<file path="src/rtl/chaotic_lfsr_seeder_if.sv">
// Sample-in / random-out handshake bundle for chaotic_lfsr_seeder.
// master = environment (sample source, output sink), slave = the seeder.
interface chaotic_lfsr_seeder_if #(
   parameter int LFSR_W = 16
);
   logic [15:0]       x_in;
   logic              x_valid;
   logic              x_ready;
   logic [LFSR_W-1:0] rnd_out;
   logic              rnd_valid;
   logic              out_ready;
   logic              reseed_done;

   modport master (
      output x_in, x_valid, out_ready,
      input  x_ready, rnd_out, rnd_valid, reseed_done
   );

   modport slave (
      input  x_in, x_valid, out_ready,
      output x_ready, rnd_out, rnd_valid, reseed_done
   );
endinterface

</file>
<file path="src/rtl/chaotic_lfsr_seeder.sv">
// Packs low bits of chaotic Q1.15 samples into a seed for a Galois LFSR and
// streams LFSR states, re-seeding every RESEED_PERIOD output handshakes.
module chaotic_lfsr_seeder #(
   parameter int                LFSR_W          = 16,
   parameter logic [LFSR_W-1:0] TAPS            = 16'hB400,
   parameter int                BITS_PER_SAMPLE = 4,
   parameter int                RESEED_PERIOD   = 256,
   parameter logic [LFSR_W-1:0] DEFAULT_SEED    = 16'h0001
) (
   input logic                  clk,
   input logic                  reset,
   chaotic_lfsr_seeder_if.slave bus
);
   localparam int NS     = LFSR_W / BITS_PER_SAMPLE;
   localparam int CNT_W  = $clog2(NS + 1);
   localparam int STEP_W = $clog2(RESEED_PERIOD);

   localparam logic [0:0] COLLECT = 1'b0;
   localparam logic [0:0] RUN     = 1'b1;

   logic [0:0]        state;
   logic [LFSR_W-1:0] lfsr;
   logic [LFSR_W-1:0] seed_buf;
   logic [CNT_W-1:0]  samp_cnt;
   logic [STEP_W-1:0] step_cnt;
   logic              rnd_valid_q;
   logic              reseed_done_q;

   logic              seed_full;
   logic              period_end;
   logic              load_seed;
   logic [LFSR_W-1:0] seed_val;
   logic [LFSR_W-1:0] lfsr_next;

   // Sign and upper magnitude bits are deliberately discarded.
   logic unused_upper_bits;
   assign unused_upper_bits = &{1'b0, bus.x_in[15:BITS_PER_SAMPLE]};

   always_comb begin
      seed_full  = (samp_cnt == CNT_W'(NS));
      seed_val   = (seed_buf != '0) ? seed_buf : DEFAULT_SEED;
      lfsr_next  = (lfsr >> 1) ^ (lfsr[0] ? TAPS : '0);
      period_end = (state == RUN) && bus.out_ready &&
                   (step_cnt == STEP_W'(RESEED_PERIOD - 1));
      load_seed  = seed_full && ((state == COLLECT) || period_end);
   end

   assign bus.x_ready     = !seed_full;
   assign bus.rnd_out     = lfsr;
   assign bus.rnd_valid   = rnd_valid_q;
   assign bus.reseed_done = reseed_done_q;

   // NOTE: all state below uses non-blocking assignments so every register
   // samples the pre-edge values; blocking here would chain updates in order.
   always_ff @(posedge clk or negedge reset) begin
      if (!reset) begin
         state         <= COLLECT;
         lfsr          <= DEFAULT_SEED;
         seed_buf      <= '0;
         samp_cnt      <= '0;
         step_cnt      <= '0;
         rnd_valid_q   <= 1'b0;
         reseed_done_q <= 1'b0;
      end else begin
         reseed_done_q <= load_seed;

         // Background collection; a load empties the buffer on the same edge.
         if (load_seed) begin
            seed_buf <= '0;
            samp_cnt <= '0;
         end else if (bus.x_valid && !seed_full) begin
            seed_buf <= {seed_buf[LFSR_W-BITS_PER_SAMPLE-1:0],
                         bus.x_in[BITS_PER_SAMPLE-1:0]};
            samp_cnt <= samp_cnt + CNT_W'(1);
         end

         if (state == COLLECT) begin
            if (seed_full) begin
               lfsr        <= seed_val;
               step_cnt    <= '0;
               state       <= RUN;
               rnd_valid_q <= 1'b1;
            end
         end else if (bus.out_ready) begin
            if (period_end) begin
               step_cnt <= '0;
               if (seed_full) begin
                  lfsr <= seed_val;
               end else begin
                  state       <= COLLECT;
                  rnd_valid_q <= 1'b0;
               end
            end else begin
               lfsr     <= lfsr_next;
               step_cnt <= step_cnt + STEP_W'(1);
            end
         end
      end
   end
endmodule

</file>
<file path="src/flat_wrapper.sv">
// flat-port wrapper written by rule: the top's interface ports become plain ports
module chaotic_lfsr_seeder_flat 
#(
   parameter int                LFSR_W          = 16,
   parameter logic [LFSR_W-1:0] TAPS            = 16'hB400,
   parameter int                BITS_PER_SAMPLE = 4,
   parameter int                RESEED_PERIOD   = 256,
   parameter logic [LFSR_W-1:0] DEFAULT_SEED    = 16'h0001
)
  (clk, reset, bus_x_in, bus_x_valid, bus_out_ready, bus_x_ready, bus_rnd_out, bus_rnd_valid, bus_reseed_done);
  chaotic_lfsr_seeder_if #(.LFSR_W(LFSR_W)) bus_i ();
  input logic clk;
  input logic reset;
  input wire logic [$bits(bus_i.x_in)-1:0] bus_x_in;
  input wire logic [$bits(bus_i.x_valid)-1:0] bus_x_valid;
  input wire logic [$bits(bus_i.out_ready)-1:0] bus_out_ready;
  output wire logic [$bits(bus_i.x_ready)-1:0] bus_x_ready;
  output wire logic [$bits(bus_i.rnd_out)-1:0] bus_rnd_out;
  output wire logic [$bits(bus_i.rnd_valid)-1:0] bus_rnd_valid;
  output wire logic [$bits(bus_i.reseed_done)-1:0] bus_reseed_done;
  assign bus_i.x_in = bus_x_in;
  assign bus_i.x_valid = bus_x_valid;
  assign bus_i.out_ready = bus_out_ready;
  assign bus_x_ready = bus_i.x_ready;
  assign bus_rnd_out = bus_i.rnd_out;
  assign bus_rnd_valid = bus_i.rnd_valid;
  assign bus_reseed_done = bus_i.reseed_done;
  chaotic_lfsr_seeder #(.LFSR_W(LFSR_W), .TAPS(TAPS), .BITS_PER_SAMPLE(BITS_PER_SAMPLE), .RESEED_PERIOD(RESEED_PERIOD), .DEFAULT_SEED(DEFAULT_SEED)) u_core (.clk(clk), .reset(reset), .bus(bus_i));
endmodule
</file>
<file path="config.mk">
export PLATFORM = sky130hd
export DESIGN_NAME = chaotic_lfsr_seeder_flat
export DESIGN_NICKNAME = d
export VERILOG_FILES = /design/src/rtl/chaotic_lfsr_seeder_if.sv /design/src/rtl/chaotic_lfsr_seeder.sv /design/src/flat_wrapper.sv
export SDC_FILE = /design/constraint.sdc
export NUM_CORES = 1
export LEC_CHECK = 0
export ABC_AREA = 0
export CORE_MARGIN = 8
export CORE_UTILIZATION = 54
export CTS_BUF_LIST = sky130_fd_sc_hd__clkbuf_8
export DETAILED_ROUTE_END_ITERATION = 8
export GPL_TIMING_DRIVEN = 0
export HOLD_SLACK_MARGIN = 0.06
export PLACE_DENSITY_LB_ADDON = 0.3
export SYNTH_ARGS = -nofsm -noshare
export SYNTH_HDL_FRONTEND = slang
export SYNTH_SLANG_ARGS = --single-unit
</file>
<file path="constraint.sdc">
create_clock -name clk -period 2.3 [get_ports clk]
set_input_delay 0.345 -clock clk [delete_from_list [all_inputs] [get_ports clk]]
set_output_delay 0.345 -clock clk [all_outputs]
set_load 0.02 [all_outputs]
</file>
==> qor.txt <==
=======================================================================================
Nets in the synthesized netlist                                                     237
Half-perimeter wire length after placement                                      3.65 mm
Detailed-route vias per instance                                                   6.09
Result of the run                                                          complete, no violations
Critical Path Start                                                        u_core.samp_cnt[0]$_DFFE_PN0P_
Remaining global-route overflow                                                       0
Layout Nets                                                                         270
Maximum clock frequency                                                       0.491 GHz
Power share of the clock group                                                    0.188
Worst slew margin                                                                 0.694
Commonest non-fill, non-tap cells in the layout                            sky130_fd_sc_hd__dfrtp_1 (45), sky130_fd_sc_hd__nor3_1 (35), sky130_fd_sc_hd__clkdlybuf4s50_1 (23)
Slew at the pin closest to its max-slew limit                                    460 ps
Initial Util                                                                      0.559
Global-route wire length before repair                                          8.49 mm
CTS H-tree depth                                                                      2
Die outline width                                                               80.3 µm
Total routed wirelength                                                         5.08 mm
Worst reg2reg setup slack                                                        320 ps
Max Clock Skew                                                                  7.80 ps
Ranking of synthesized cells by area                                       sky130_fd_sc_hd__dfrtp_1 (50%), sky130_fd_sc_hd__nor3_1 (7.8%), sky130_fd_sc_hd__a22o_1 (6.7%), sky130_fd_sc_hd__nor2_1 (3.5%), sky130_fd_sc_hd__nand2_1 (2.5%)
Distinct cells, synth                                                                48
Net switching power                                                             1.48 mW
Residual antenna-violating net count after detailed routing                           0
Data arrival time of the worst path                                             1690 ps
Final setup fails                                                                     0
Leading area contributor after synthesis                                   sky130_fd_sc_hd__dfrtp_1
Root Driver                                                                sky130_fd_sc_hd__clkbuf_8
Share of cells above drive strength 1                                             0.137
Max FO, Critical Path                                                                13
Share of synthesized registers carrying an async set or reset                      1.00
Pre-antenna DRT Iters                                                                 4
Delay of the slowest cell on the worst path                                      390 ps
Number of buffers created by CTS                                                      5
Detailed-route DRC error count                                                        0
Crit-path slowest cell                                                     sky130_fd_sc_hd__dfrtp_1
Buffers plus inverters on the worst setup path                                        3
Global router's overall resource usage                                            0.168
Critical path's top delay family                                           buffers and inverters
Number of rows created at floorplan                                                  23
Cell count after placement                                                          290
Filler-free cell count of the finished design                                       298
Area grow syn2layout                                                              21.1%
Kind of start point of the critical path                                      flip-flop
Antenna violations before repair                                                      0
Final Cycle Share                                                                 0.886
Minimum setup slack in the final design                                          263 ps
Critical path capture point                                                 bus_x_ready
Internal portion of total power                                                 2.32 mW
Number of ports placed on the die boundary                                           39
TritonCTS clock tree                                                               done
Startpoint-to-endpoint class of the critical path                          flip-flop to output pin
# Max-Cap Violations                                                                  0
Worst reg2reg path endpoint                                                u_core.samp_cnt[1]$_DFFE_PN0P_
Shortest period the worst path allows                                           2040 ps
Worst IR Drop VDD                                                                650 µV
Final Hold Vio Count                                                                  0
Post-synthesis cell area                                                       2230 µm²
Depth of the critical timing path with buffers and inverters included                 5
Critical-path cell list                                                    inv_1 > ha_1 > and2_4 > inv_2 > dlygate4sd2_1
Portion of synthesized cell area occupied by the leading cell type                0.504
RSZ-0062 raised after global routing                                              false
Number of violations reported at the end of detailed-routing iteration 0            120
Worst-case reg-to-reg path depth                                                      8
Height of the chip                                                              80.3 µm
Combinational fraction of design power                                            0.419
Post-synthesis area per instance                                               10.4 µm²
Area of the die                                                                6450 µm²
Vias in the first global route                                                     1756
Number of sinks driven by the clock tree                                             46
Flop and latch count out of synthesis                                                46
Number of warnings printed during yosys synthesis                                     0
Worst skew pair latency                                                          300 ps
PnR Total Power                                                                 3.80 mW
Diode count                                                                           0
Lkg Pwr                                                                         1.13 nW
Cells after Synth                                                                   214
Worst Setup Slack post-DPL                                                     -10.7 ps
Clock-pin slew on the worst setup and hold paths                                  90 ps
Worst flop-to-flop path startpoint                                         u_core.samp_cnt[0]$_DFFE_PN0P_
Relative contribution of sequential cells to total power                          0.394
Worst min-delay path class                                                 primary input to flip-flop
Routability Congestion                                                            0.825
Worst slack on hold paths                                                        457 ps
Most common library cell in the layout ignoring fill and taps              sky130_fd_sc_hd__dfrtp_1
Fraction of the yosys area taken by sequential cells                              0.516
Worst endpoint required time                                                    1960 ps
Final Max Tran Viols                                                                  0
Number of vias after detailed routing                                              1816
Power density of the placed cells                                           1410 nW/µm²
Core area                                                                      4000 µm²
Switching share of power                                                          0.389
Number of enable flip-flop cells after synthesis                                      0
Nature of the critical path endpoint                                         output pin
Port Buffer Count                                                                    25
Ys flop type                                                               sky130_fd_sc_hd__dfrtp_1
Deepest clock path buffer count                                                       2
Util after Layout                                                                 0.676
Routed len/inst                                                                 17.0 µm
FILL cells                                                                          322
Maximum number of pins on one net before global-route repair                         28
=======================================================================================
==> registers in the layout (all words and copies together) (netlist names) <==
register                flops
u_core.bus.rnd_valid        1
u_core.state                1
u_core.samp_cnt             3
u_core.bus.rnd_out         16
u_core.step_cnt             8
u_core.bus.reseed_done      1
u_core.seed_buf            16
==> what timing repair did <==
| action | 4_1_cts | 5_1_grt |
|---|---|---|
| hold buffers | 1 | 0 |
| setup buffers | 0 | 0 |
| endpoints found under the hold margin | 19 | 0 |
| resized for setup | 1 | 0 |
| setup endpoints to repair | 1 | 0 |
==> cell families (layout without fill, tap and decap cells) <==
group | count (synthesis) | in the layout | share of synthesized area
flops | 46 | 46 | 0.516
mux | 5 | 5 | 0.0263
compound gates | 44 | 44 | 0.160
simple gates | 95 | 95 | 0.221
xor+xnor | 3 | 3 | 0.0118
fa+ha+maj | 3 | 3 | 0.0168
buf+inv | 18 | 52 | 0.0481
==> cell type report <==
class	instances	area, µm²	area share
Sequential cell	46	1150	0.426
Multi-Input combinational cell	150	975	0.360
Timing Repair Buffer	27	274	0.101
Buffer	13	88.8	0.0328
Clock buffer	5	68.8	0.0254
Clock inverter	3	68.8	0.0254
Tap cell	50	62.6	0.0231
Inverter	4	15.0	0.00555
==> how the worst min path moves through the flow <==
| stage | startpoint | cells after the start | to |
|---|---|---|---|
| after global routing | bus_out_ready | 3 | u_core.step_cnt[6]$_DFFE_PN0P_ |
| after CTS | bus_out_ready | 3 | u_core.step_cnt[6]$_DFFE_PN0P_ |
| final | bus_out_ready | 3 | u_core.step_cnt[6]$_DFFE_PN0P_ |
| after detailed placement | reset | 1 | u_core.samp_cnt[1]$_DFFE_PN0P_ |
| after global placement | u_core.bus.rnd_valid$_DFFE_PN0P_ | 2 | u_core.bus.rnd_valid$_DFFE_PN0P_ |
| after floorplan | reset | 0 | u_core.bus.reseed_done$_DFF_PN0_ |
==> layer usage <==
layer | vias up | GRT usage | wire length (µm) | share of wire
met2 | 69 | 0.258 | 2330 | 0.46
li1 | 856 | - | - | -
met1 | 880 | 0.217 | 2300 | 0.45
met3 | 11 | 0.0458 | 333 | 0.066
met4 | 0 | 0.0727 | 114 | 0.022
met5 | - | 0 | 0 | 0
==> cells in the mapped netlist (all sizes together) (2+ instances only) <==
cell    count
a31oi       5
nand2      15
nand3       2
ha          3
o21ai       6
nand3b      2
buf         8
clkbuf      6
a21oi       6
and4        2
nor4        3
nand4       3
nor2       21
nor3       37
and2        4
and3        2
xor2        3
mux2        4
dfrtp      45
a22o       17
inv         4
==> metrics by stage <==
stage          instance area [µm²]  TNS, ps
2_1_floorplan                 2230        0
3_3_place_gp                  2550   -15770
3_5_place_dp                  2560    -10.7
4_1_cts                       2710        0
5_1_grt                       2710        0
6_report                      2710        0
==> worst min-delay path, delay by kind of cell <==
| kind | cells | cell delay (ps) |
|---|---|---|
| buffers and inverters | 1 | 160 |
| AND/OR/NAND/NOR | 1 | 130 |
| AO/OA/AOI/OAI | 1 | 80 |
==> power by group through the flow <==
stage | sequential (mW) | clock (mW) | combinational, mW
finish | 1.50 | 0.713 | 1.59
global route | 1.54 | 0.750 | 1.76
CTS | 1.49 | 0.723 | 1.60
detailed placement | 1.50 | 0 | 1.59
global placement | 1.49 | 0 | 1.55
floorplan | 1.57 | 0 | 0.944
Note: power is estimated with default switching activity, not from simulation.
